**config.mk**
```make
export PLATFORM = sky130hd
export DESIGN_NAME = buzzer_arbiter
export DESIGN_NICKNAME = d
export VERILOG_FILES = /design/src/rtl/buzzer_arbiter.sv
export SDC_FILE = /design/constraint.sdc
export NUM_CORES = 1
export LEC_CHECK = 0
export ABC_AREA = 1
export BUFFER_PORTS_ARGS = -buffer_cell sky130_fd_sc_hd__buf_4
export CELL_PAD_IN_SITES_DETAIL_PLACEMENT = 0
export CELL_PAD_IN_SITES_GLOBAL_PLACEMENT = 2
export CORE_ASPECT_RATIO = 1.4
export CORE_MARGIN = 3
export CORE_UTILIZATION = 31
export DETAILED_ROUTE_END_ITERATION = 8
export GPL_TIMING_DRIVEN = 0
export PLACE_DENSITY_LB_ADDON = 0.1
export SYNTH_ARGS = -nofsm -noshare
export SYNTH_HDL_FRONTEND = slang
export SYNTH_SLANG_ARGS = --single-unit
```
**constraint.sdc**
```tcl
create_clock -name clk -period 1.55 [get_ports clk]
set_clock_uncertainty 0.05 [all_clocks]
set_input_delay 0.31 -clock clk [delete_from_list [all_inputs] [get_ports clk]]
set_output_delay 0.31 -clock clk [all_outputs]
set_load 0.02 [all_outputs]
```
**src/rtl/buzzer_arbiter.sv**
```systemverilog
// buzzer_arbiter: shares the single piezo output between the alarm ring,
// the hourly chime and the key click. Fixed priority, pattern timing and
// gated square-wave tone generation.
module buzzer_arbiter #(
    parameter int unsigned TICKS_PER_SEC = 1000,
    parameter int unsigned ALARM_SEC     = 30,
    parameter int unsigned CHIME_BEEPS   = 2,
    parameter int unsigned CLICK_CYC     = 20,
    parameter int unsigned TONE_DIV      = 1
) (
    input  logic       clk,
    input  logic       rst_n,
    input  logic       alarm_req,
    input  logic       chime_req,
    input  logic       click_req,
    input  logic       cancel,
    output logic       buzz,
    output logic       busy,
    output logic [1:0] owner,
    output logic       alarm_done
);

    localparam int unsigned MAX_SEC = (ALARM_SEC > CHIME_BEEPS) ? ALARM_SEC : CHIME_BEEPS;
    localparam int unsigned PH_W    = (TICKS_PER_SEC > 1) ? $clog2(TICKS_PER_SEC) : 1;
    localparam int unsigned SEC_W   = (MAX_SEC > 1) ? $clog2(MAX_SEC + 1) : 1;
    localparam int unsigned TD_W    = (TONE_DIV > 1) ? $clog2(TONE_DIV) : 1;

    // Encoding equals the owner code so owner is a plain copy of the state.
    typedef enum logic [1:0] {
        IDLE  = 2'd0,
        ALARM = 2'd1,
        CHIME = 2'd2,
        CLICK = 2'd3
    } state_t;

    state_t            state;
    state_t            state_nxt;
    logic              restart;
    logic              done_nxt;
    logic [PH_W-1:0]   phase;
    logic [SEC_W-1:0]  sec;
    logic [TD_W-1:0]   tone_div;
    logic              tone_q;
    logic [31:0]       phase_ext;
    logic [31:0]       sec_ext;
    logic [31:0]       tone_div_ext;
    logic              phase_wrap;
    logic              pattern_end;
    logic              on_window;

    assign phase_ext    = 32'(phase);
    assign sec_ext      = 32'(sec);
    assign tone_div_ext = 32'(tone_div);
    assign busy         = (state != IDLE);
    assign owner        = state;

    // Pattern timing: end-of-pattern detection and the audible window per state.
    always_comb begin
        phase_wrap  = (phase_ext == TICKS_PER_SEC - 1);
        pattern_end = 1'b0;
        on_window   = 1'b0;
        case (state)
            ALARM: begin
                pattern_end = phase_wrap && (sec_ext == ALARM_SEC - 1);
                on_window   = (phase_ext < TICKS_PER_SEC / 2);
            end
            CHIME: begin
                pattern_end = phase_wrap && (sec_ext == CHIME_BEEPS - 1);
                on_window   = (phase_ext < TICKS_PER_SEC / 2);
            end
            CLICK: begin
                pattern_end = (phase_ext == CLICK_CYC - 1);
                on_window   = (phase_ext < CLICK_CYC);
            end
            default: begin
                pattern_end = 1'b0;
                on_window   = 1'b0;
            end
        endcase
    end

    // Arbitration: cancel first, then alarm > chime > click, then timeout.
    // Any state entry (including re-entry of the same state) restarts timing.
    always_comb begin
        state_nxt = state;
        restart   = 1'b0;
        done_nxt  = 1'b0;
        if (cancel) begin
            state_nxt = IDLE;
            restart   = 1'b1;
            done_nxt  = (state == ALARM);
        end else if (alarm_req) begin
            state_nxt = ALARM;
            restart   = 1'b1;
            done_nxt  = (state == ALARM);
        end else if (chime_req && (state != ALARM)) begin
            state_nxt = CHIME;
            restart   = 1'b1;
        end else if (click_req && ((state == IDLE) || (state == CLICK))) begin
            state_nxt = CLICK;
            restart   = 1'b1;
        end else if (pattern_end) begin
            state_nxt = IDLE;
            restart   = 1'b1;
            done_nxt  = (state == ALARM);
        end
    end

    // State register.
    always_ff @(posedge clk or negedge rst_n) begin
        if (!rst_n) begin
            state <= IDLE;
        end else begin
            state <= state_nxt;
        end
    end

    // Phase/second counters and tone divider; all cleared on entry and while idle.
    always_ff @(posedge clk or negedge rst_n) begin
        if (!rst_n) begin
            phase    <= '0;
            sec      <= '0;
            tone_div <= '0;
            tone_q   <= 1'b0;
        end else if (restart || !busy) begin
            phase    <= '0;
            sec      <= '0;
            tone_div <= '0;
            tone_q   <= 1'b0;
        end else begin
            if (phase_wrap) begin
                phase <= '0;
                sec   <= sec + 1'b1;
            end else begin
                phase <= phase + 1'b1;
            end
            if (tone_div_ext == TONE_DIV - 1) begin
                tone_div <= '0;
                tone_q   <= ~tone_q;
            end else begin
                tone_div <= tone_div + 1'b1;
            end
        end
    end

    // Registered outputs: gated tone and the alarm completion pulse.
    always_ff @(posedge clk or negedge rst_n) begin
        if (!rst_n) begin
            buzz       <= 1'b0;
            alarm_done <= 1'b0;
        end else begin
            buzz       <= busy & on_window & tone_q;
            alarm_done <= done_nxt;
        end
    end

endmodule

```
==> out/summary.md, run 1 <==
Setup repair after global routing could not meet its margin everywhere. The vertical extent of the die was 81.7 um; the number of vias in the routed layout was 1095. Synthesized net count: 173. The run gives 2990 um as the sum of routed wire length over all layers.

The register-to-register path setup slack is -0.07 ns. The die is 60.1 um wide. The floorplan step defined a core boundary enclosing 3810 sq um. The final reports fail on negative setup slack. The first detailed-routing pass took 4 iterations.

For the worst setup path, the data arrival time is 1.77 ns. The tool flagged a number of max-cap violations equal to 0. CTS saw 20 sinks.

For the number of failing hold endpoints at the final stage, the log shows 0. The number of antenna violations at the first check in global routing came out at 0. For this design the ratio of total power to cell area is 691 nW/um^2. The aggregate global-route resource usage is 13.9%. Counting flops with a built-in enable in the synthesized netlist gives 0.

The most used flip-flop cell after synthesis is dfrtp_1. In the finished design, the share of the clock period the worst path needs comes to 105%. For the worst flop-to-flop path, the logic depth is 9.

The number of global-route vias before repair was 1126. The layout cell share with drive strength beyond 1 is 37.7%. The endpoint identified for the worst register-to-register timing path is phase[8]. In this run the remaining antenna-violating nets after routing total 0. After layout, the minimum clock period comes to 1.62 ns.

The layout-stage area growth over the synthesis result was 31.3%. Across the VDD grid, the largest voltage drop is 307 uV. The tools report the cell area after technology mapping as 1270 sq um. Synthesis inferred 20 register bits. dfrtp_1 takes more of the synthesized area than any other cell. The origin of the worst min-delay path was alarm_req. The sort of element at the start of the critical path is a flop. During I/O placement, the number of pins put on the boundary was 11. The number of buffers created by CTS came out at 3.

The number of antenna diodes in the final layout is 0. The design draws 1150 uW. The commonest cells after synthesis are nand2_1, inv_1, dfrtp_1. The critical path contains buffers and inverters numbering 3 combined.

Library cell used as clock root buffer: clkbuf_8. The logs give 26 for the number of rows in the core area and 0 for the post-detailed-route DRC marker count. The Yosys step of the flow raised 0 warnings. Dividing the synthesized area by the synthesized cell count gives 7.94 sq um. The count of final setup violators is 16. Delay of the slowest critical-path stage: 0.42 ns.

For the pin with the worst max-slew slack, the measured transition is 0.283 ns. TritonCTS built the clock tree. Sorting the synthesized cells by area gives the leading types as dfrtp_1, nand2_1, ha_1, inv_1, nand3_1. Normalized max-slew margin: 81.1%. The run gives 4910 sq um as the full die area.

The library cell with the highest instance count after synthesis is nand2_1. At the end of routability-driven placement, the weighted congestion stood at 0.751. The run finished, with violations left. Counting instances, the worst hold path has a depth of 3.

The wire length per cell after detailed routing came out at 12.8 um. The first-iteration detailed-routing DRC count is 69. Destination of the worst hold path: owner[0]. Summed over all layers, the global routing overflow is 0.

The worst-skew pair later-pin latency was 0.26 ns. The async set or reset register ratio after synthesis is 100%, and the worst-case setup slack after placement is -0.310 ns. The worst-path cell with the longest stage delay is dfrtp_2. The unique cell type count in the Yosys netlist was 24; the total half-perimeter wirelength after legalization and detailed placement was 2110 um. The startpoint of the worst-slack reg-to-reg timing path was owner[1].

Of the post-synthesis cell area, the dominant cell type holds 39.4%. Grouping stages by cell kind, the critical path spends the most delay in simple AND/OR/NAND/NOR gates. The critical path goes through inv_2 > ha_4 > inv_2 > nand2_2 > nand2_2 > nor3_4 > nand3_4 > buf_12 > nor2_2. The clock input transition at the sequential cells of the worst setup and hold paths was 0.08 ns. The first global-routing pass estimated 5180 um of wire.

STA classifies the critical path endpoint as a flop. The count of pins over their slew limit came out at 0. In this run the worst hold path is classified as primary input to flop. For this run, the top clock speed supported by timing is 0.617 GHz.

After detailed routing, the number of vias per cell comes to 4.70. The portion of the post-synthesis area used by sequential elements came out at 39.4%. The post-route worst setup slack is -0.0716 ns. Summed over all cells, the static leakage comes to 0.000746 uW. The logs give -0.947 ns for the post-route setup TNS and 205 for the layout net count. In this run the tool buffered the top-level ports with 10 buffer cells. The logs give 1 for the depth of the CTS H-tree and 1.70 ns for the required time at the endpoint of the critical path. The tools report the starting utilization of the core area as 33.4%. After technology mapping, the gate count stands at 160. Entering global routing, the biggest net connects 21 pins.

Maximum fanout along the worst path: 10. The critical path in this run is classified as flop to flop. The clock passes through at most 2 buffers.
-- worst max-delay path by stage --
stage               startpoint        to  slack (ns)  depth (start not counted)
floorplan             owner[0]  phase[3]       -0.11                          9
global placement      phase[0]  phase[4]       -0.31                         11
detailed placement    phase[0]  phase[7]       -0.31                         11
CTS                   owner[0]  phase[8]       -0.05                         11
global route          owner[1]  phase[0]       -0.16                          9
finish                owner[1]  phase[8]       -0.07                          9
-- final cells by class --
type	count	area (sq um)
Timing Repair Buffer	27	216
Inverter	27	106
Buffer	1	20.0
Multi-Input combinational cell	112	713
Tap cell	42	52.6
Clock buffer	4	55.1
Fill cell	394	2140
Sequential cell	20	504
-- layout by cell type (no fill, tap or decap), drive strengths merged --
cell type	synthesis	final
a21oi	3	3
and3	1	1
buf	1	27
clkbuf	0	4
clkinv	1	1
clkinvlp	0	1
dfrtp	20	20
dlygate4sd3	0	1
ha	7	7
inv	26	25
nand2	34	34
nand3	16	16
nand4	5	5
nor2	28	28
nor3	5	5
o211ai	1	1
o21ai	5	5
xnor2	1	1
xor2	6	6
-- routing by layer --
layer | GRT usage (%) | routed length [um] | vias up
met1 | 16.6 | 1230 | 530
met3 | 1.89 | 32 | 2
met5 | 0 | 0 | -
met4 | 3.99 | 20 | 0
met2 | 25.3 | 1700 | 4
li1 | - | - | 559
-- worst min-delay path, cell delays in order --
cell	delay [ns]
buf_4	0.11
o21ai_0	0.10
nand2_1	0.07
-- power by group --
group	switching [uW]	internal [uW]	total, uW
clock	180	226	406
sequential	7.89	531	539
combinational	108	99.3	207
-- per-stage QoR --
stage	instance area [sq um]	util, %	hold slack [ns]	instances
6_report	1670	43.8	0.309	233
5_1_grt	1670	43.8	0.319	233
4_1_cts	1610	42.2	0.304	231
3_5_place_dp	1420	37.4	0.165	212
3_3_place_gp	1420	37.4	0.160	212
2_1_floorplan	1300	-	-0.0356	160
-- registers in the layout (all words and copies together) (netlist names) --
signal / cells
alarm_done: 1
phase: 10
owner: 2
tone_q: 1
buzz: 1
sec: 5
-- logic make-up (layout without fill, tap and decap cells) --
| kind of cell | count (synthesis) | count (layout) | share of synthesized area, % |
|---|---|---|---|
| XOR/XNOR | 7 | 7 | 4.83 |
| flip-flops | 20 | 20 | 39.4 |
| adder cells (fa/ha/maj) | 7 | 7 | 6.90 |
| buffers and inverters | 28 | 59 | 9.65 |
| AND/OR/NAND/NOR | 89 | 89 | 35.5 |
| AO/OA/AOI/OAI | 9 | 9 | 3.74 |
-- what timing repair did --
item,in CTS,in global routing
endpoints found under the setup margin,20,18
pin swaps,4,2
hold buffers,1,0
hold endpoints to repair,20,0
buffers inserted,14,2
gates resized for setup,5,11
(Power assumes the default switching activity.)
==> inputs of run 2 (changes only) <==
==> constraint.sdc (replaced) <==
create_clock -name clk -period 1.55 [get_ports clk]
set_clock_uncertainty 0.05 [all_clocks]
set_input_delay 0.2325 -clock clk [delete_from_list [all_inputs] [get_ports clk]]
set_output_delay 0.2325 -clock clk [all_outputs]
set_load 0.02 [all_outputs]
==> run 2 against run 1 <==
Net effect: the run still ends with negative setup slack left; largest cell class unchanged; maximum frequency up 0.26%; non-clock buffer count up 1; worst setup slack better by 0.0043 ns; clock-buffer cell count unchanged.
==> out/summary.md, run 2 (synthesis results as in run 1) <==
Once placement finished, the instance area stood at 1420 sq um. For this design the top-level I/O count stands at 11. For the aggregate global-route resource usage, the log shows 13.9%. The finished cells cover 1690 sq um.

The logs give 20 for the clock sink count and 0 for the final antenna-violating net count. The maximum clock frequency was 0.618 GHz; the number of diodes was 0. The run finished, with violations left. The number of failing hold endpoints at the final stage was 0.

After global routing the overflow that remains totals 0. The tools report the startpoint of the worst-slack reg-to-reg timing path as owner[1]. The worst setup path startpoint was owner[1]. The internal power of the cells totals 869 uW. The finished layout holds 234 standard cells, fillers aside. In this run switching power makes up 25.6% of total power.

The library cell used as clock root buffer was clkbuf_8. Leaving out fill and tap cells, the most frequent cell in the layout is nand2_1. The layout net count was 206; the maximum fanout along the worst path was 10. In the layout the commonest cells are nand2_1, buf_4, inv_1.

The share of power burned in the clock network was 34.8%. The routed design could run at a clock period as short as 1.62 ns. Routability-driven placement finished with a final weighted congestion of 0.751. Worst-path cell with the longest stage delay: dfrtp_2.

The run gives 2110 um as the total half-perimeter wirelength after legalization and detailed placement. The floorplan step set the die width to 60.1 um. The buffers plus inverters on the worst setup path was 3; the count of pins over their slew limit was 0. For this run, the share of the core covered by cells in the final layout is 44.3%.

Number of global-route vias before repair: 1126. The die is 81.7 um tall. The floorplan has 26 rows.

The delay of the slowest critical-path stage is 0.42 ns. Across all hold checks on the routed design, the worst slack comes to 0.231 ns. The post-route worst setup slack was -0.0674 ns.

The logs give 72 for the first-iteration detailed-routing DRC count and 81.3% for the normalized max-slew margin. The worst voltage drop across the vdd grid was 308 uV; the wire length per cell after detailed routing was 12.7 um. The number of buffers created by CTS came out at 3. The dominant delay contributor by cell family on the critical path was simple AND/OR/NAND/NOR gates. TritonCTS built the clock tree. Setup repair after global routing could not meet its margin everywhere. The worst path uses 104% of the clock period. The maximum number of pins on one net before global-route repair was 21. Wire length of the first global-routing pass: 5180 um.

The tightest min-delay check is of the primary input to flop type. The share of total power dissipated in sequential elements is 46.3%. The logs give 4910 sq um for the full die area and 0 for the number of antenna violations at the first check in global routing. For the worst-skew pair, the clock arrives at the later sink with an insertion delay of 0.26 ns.

The starting utilization of the core area came out at 33.4%. The critical path goes through inv_2 > ha_4 > inv_2 > nand2_2 > nand2_2 > nor3_4 > nand3_4 > buf_12 > nor2_2. For this run, design rule violations remaining after detail routing come to 0. Number of vias in the routed layout: 1103. STA puts the critical path data required time at 1.69 ns.

The analysis attributes to cell leakage a power of 0.000757 uW. Number of instances in the placed design: 212. The checks that failed: negative setup slack.

Cells with a size suffix above 1 make up 37.5% of the layout. The area of the placeable core is 3810 sq um. Data on the critical path arrives at its endpoint at 1.76 ns. For the pin with the worst max-slew slack, the measured transition is 0.281 ns. Maximum buffer depth of the clock tree: 2. The logs give 390 for the filler cell count and 1 for the depth of the CTS H-tree. Combinational cells account for 18.9% of the total power. STA classifies the critical path startpoint as a flop. The sum of routed wire length over all layers is 2970 um, and the via count normalized by instance count is 4.71. The cell area power density was 692 nW/um^2; the count of input and output buffers was 10.

The total of max-cap violations is 0, and the clock input transition at the sequential cells of the worst setup and hold paths is 0.08 ns. In this run the power spent charging and discharging nets is 299 uW. The tools report the origin of the worst min-delay path as alarm_req.

The layout-stage area growth over the synthesis result was 32.9%. phase holds more flip-flops than any other register. The flip-flop count of the largest register after layout was 10; the number of search-and-repair iterations in the first detailed-routing pass was 4. Setup violations remaining at the end of the flow were counted as 16. The critical path start-end classification is flop to flop. The kind of capture point of the worst setup path is a flop.
-- run 2: changes by cell type in the layout (fill, tap and decap cells not counted) --
cell    delta
buf_12     +1
inv_2      -1
inv_4      +1
nor2_1     +1
nor2_2     -1
-- run 2: timing repair --
| action | CTS | global route |
|---|---|---|
| endpoints found under the hold margin | 20 | 0 |
| buffers inserted | 15 | 2 |
| hold buffers | 1 | 0 |
| setup endpoints to repair | 20 | 18 |
| resized for setup | 5 | 11 |
| pin swaps | 4 | 2 |
-- run 2: final timing paths --
kind,to,slack (ns),depth (start not counted)
min in group asynchronous,phase[7],0.35,2
max in group asynchronous,owner[1],0.86,2
max reg2reg,phase[0],-0.07,9
max,phase[0],-0.07,9
min,owner[0],0.23,3
min reg2reg,tone_q,0.40,1
-- run 2: metrics by stage --
stage | setup slack, ns | setup TNS [ns] | power [uW]
6_report | -0.0674 | -0.886 | 1170
5_1_grt | -0.156 | -2.22 | 1240
4_1_cts | -0.0510 | -0.581 | 1170
3_5_place_dp | -0.310 | -4.31 | 698
2_1_floorplan | -0.108 | -1.08 | 635
3_3_place_gp | -0.308 | -4.28 | 694
-- run 2: power by group through the flow --
stage          sequential, uW  combinational, uW  clock (uW)
2_1_floorplan             559               75.3           0
3_3_place_gp              551                142           0
3_5_place_dp              552                146           0
4_1_cts                   539                206         426
5_1_grt                   542                243         451
6_report                  541                221         406
-- run 2: routing by layer --
metal | share of wire [%] | routed length (um) | track usage (%) | up-vias
met5 | 0 | 0 | 0 | -
met4 | 1.0 | 31 | 3.99 | 0
met3 | 1.3 | 40 | 1.89 | 4
met2 | 56 | 1660 | 25.3 | 7
met1 | 42 | 1240 | 16.6 | 531
li1 | - | - | - | 561
-- run 2: worst min-delay path, cell delays in order --
cell,delay [ns]
buf_4,0.11
o21ai_0,0.10
nand2_1,0.07
-- run 2: area by class of cell --
cell class	instances	area (sq um)	share of cell area, %
plain buffers	1	20.0	1.19
clock buffers	4	55.1	3.26
repair buffers	28	236	14.0
flip-flops and latches	20	504	29.9
multi-input cells	112	711	42.1
well taps	42	52.6	3.11
inverters	27	109	6.45
==> inputs of run 3 (changes only) <==
CORE_UTILIZATION = 34   (was 31)
clock period = 1.7 ns   (was 1.55 ns; I/O delays follow)
==> run 3 against run 2 <==
Net effect: maximum frequency is 4.2% lower; register-to-register slack better by 0.08 ns; power is 13% lower; die area is 8.1% lower; sequential power is 9.2% lower; non-clock buffer count is 2 higher; global-route usage is 1.1 points higher; flip-flop and latch count stayed put; the run now ends clean.
==> out/summary.md, run 3 (synthesis results as in run 1) <==
Endpoint of the lowest-slack register-to-register path: phase[4]. In this run, placement finished with an instance count of 210. The worst path uses 99.3% of the clock period. The critical path goes through buf_6 > ha_2 > nand2_1 > nor2_2 > nand4_1 > nand2_2 > nand2_4 > nand3_4 > buf_12 > buf_12 > nor2_2. For this design the top-level I/O count stands at 11. The register-to-register path setup slack was 0.01 ns. The critical path runs through a total of 11 cells.

The first TritonRoute pass finished after 4 iterations. The leakage power summed over all cells was 0.000779 uW. The maximum fanout along the worst path is 5.

The number of antenna diodes in the final layout is 0. For this run, the post-layout net count is 208. The wire length of the first global-routing pass is 5220 um. After filler insertion, the fill cell instance count of the layout stands at 348. The critical path contains buffers and inverters numbering 3 combined. At the later pin of the worst-skew pair, clock insertion delay measures 0.26 ns. For the number of failing hold endpoints at the final stage, the log shows 0. The total of max-cap violations is 0, and the maximum clock frequency is 0.593 GHz.

TritonCTS built the clock tree. The critical path is of the flop to flop type. In this run, the number of DRC markers left after iteration 0 of detailed routing was 23. For the number of rows in the core area, the log shows 25. The final antenna-violating net count was 0. The count of pins over their slew limit was 0; the starting utilization of the core area was 36.6%. At the end of the flow the core is filled with cells to 50.7%.

Using the TritonRoute via totals, the vias-per-cell ratio works out to 4.85. The chip width is 57.7 um. Following the worst setup path forward leads to its endpoint at phase[4]. STA classifies the critical path startpoint as a flop.

Headroom to the max-slew limit came out at 81.8%. Registers are responsible for 48.5% of the overall power. The tree is rooted in a clkbuf_8. Of the cells placed in the final design, the portion with a size suffix greater than 1 is 41.2%.

In this run the worst setup path begins at owner[0]. The run gives 0 ns as the post-route setup TNS. Wire length per cell after detailed routing: 13.1 um. phase holds more flip-flops than any other register. The total overflow left after global routing is 0.

Once layout is complete, the cells apart from fillers number 234. For the maximum buffer depth of the clock tree, the log shows 2. For this design, the slowest cell found on the critical path is dfrtp_2.

The die covers 4510 sq um. Once detailed placement completed, the half-perimeter wirelength came to 2110 um. The depth of the CTS H-tree is 1, and the final estimated routing congestion in global placement is 0.802. The cell depth of the worst hold path is 4. Power spread over the standard cell area amounts to 575 nW/um^2. The clock input transition at the sequential cells of the worst setup and hold paths came out at 0.08 ns. Setup repair after global routing could not meet its margin everywhere. For the number of global-route vias before repair, the log shows 1139. The final layout contains routed wiring with a total length of 3070 um. IR analysis of the VDD net gives a maximum drop of 378 uV. The run gives 15.0% as the aggregate global-route resource usage.

The power dissipated by switching net loads was 273 uW; the vertical extent of the die was 78.3 um. The worst setup path is captured at a flop. The commonest non-fill, non-tap cell in the layout is nand2_1. After detailed placement, the total cell area comes to 1400 sq um. The tools report the share of power burned in the clock network as 32.9%. The tightest min-delay check is of the primary input to flop type. The run finished with clean final reports. Buffers placed on the I/O ports in this run total 10. The area of the placeable core was 3470 sq um; the footprint of the flip-flops and latches was 504 sq um. The delay of the slowest critical-path stage is 0.40 ns.

The dominant delay contributor by cell family on the critical path is simple AND/OR/NAND/NOR gates. For the number of vias in the routed layout, the log shows 1134. From synthesis to final layout, the design area changed by 38.7%. The internal portion of the total power is 741 uW.

Combinational logic burns 18.6% of the power. The flip-flop count of the largest register after layout is 10. At the pin with the least slew margin, the transition time is 0.273 ns. Summing all non-filler instances in the final layout gives an area of 1760 sq um. Summing all multi-input logic gate instances after layout gives 749 sq um. The number of antenna violations at the first check in global routing came out at 0. The startpoint identified for the worst register-to-register timing path is owner[0]. The number of buffers created by CTS came out at 3. In the layout the commonest cells are nand2_1, buf_4, inv_1. The post-detailed-route DRC marker count was 0.

The count of final setup violators is 0. The worst-case reg-to-reg path depth works out to 11. The clock sink count is 20, and the fraction of power spent switching nets is 26.9%.

STA puts the critical path data required time at 1.80 ns. Subtracting the final worst setup slack from the clock period gives 1.69 ns. Data on the critical path arrives at its endpoint at 1.79 ns.

The maximum number of pins on one net before global-route repair was 21.
[run 3: how the worst min path moves through the flow]
stage	startpoint	endpoint	slack, ns
3_3_place_gp	rst_n	phase[1]	0.10
3_5_place_dp	rst_n	phase[0]	0.11
4_1_cts	alarm_req	owner[1]	0.24
6_report	alarm_req	owner[1]	0.24
5_1_grt	cancel	alarm_done	0.26
2_1_floorplan	rst_n	alarm_done	-0.09
[run 3: tightest hold or removal path: stages]
cell	delay [ns]
buf_4	0.11
inv_1	0.04
nand3_1	0.07
nand2_1	0.05
[run 3: layer usage]
layer	vias up	global-route usage [%]	part of all wire, %
met3	2	2.30	2.4
met1	546	16.4	39
met5	-	0	0
li1	571	-	-
met2	15	27.7	58
met4	0	6.50	0.72
[run 3: repair_timing]
action,CTS,global route
resized for setup,17,18
pin swaps,9,13
endpoints found under the setup margin,16,16
hold buffers,1,0
setup buffers,13,5
gates cloned,1,0
endpoints found under the hold margin,20,0
[run 3: area by class of cell]
type,count,area share [%]
Clock buffer,4,2.56
Multi-Input combinational cell,112,42.5
Inverter,27,5.97
Timing Repair Buffer,30,16.3
Sequential cell,20,28.6
Buffer,1,1.14
Tap cell,40,2.84
[run 3: metrics by stage]
step | setup slack (ns) | power (uW) | hold slack [ns]
global route | -0.0795 | 1070 | 0.260
detailed placement | -0.148 | 623 | 0.112
global placement | -0.129 | 619 | 0.104
CTS | -0.0407 | 1020 | 0.240
floorplan | 0.0155 | 569 | -0.0906
finish | 0.0124 | 1010 | 0.243
[run 3: power by group through the flow]
stage	sequential [uW]	clock (uW)	combinational, uW
2_1_floorplan	509	0	59.3
3_3_place_gp	502	0	117
3_5_place_dp	503	0	120
4_1_cts	489	351	181
5_1_grt	492	369	209
6_report	491	333	188
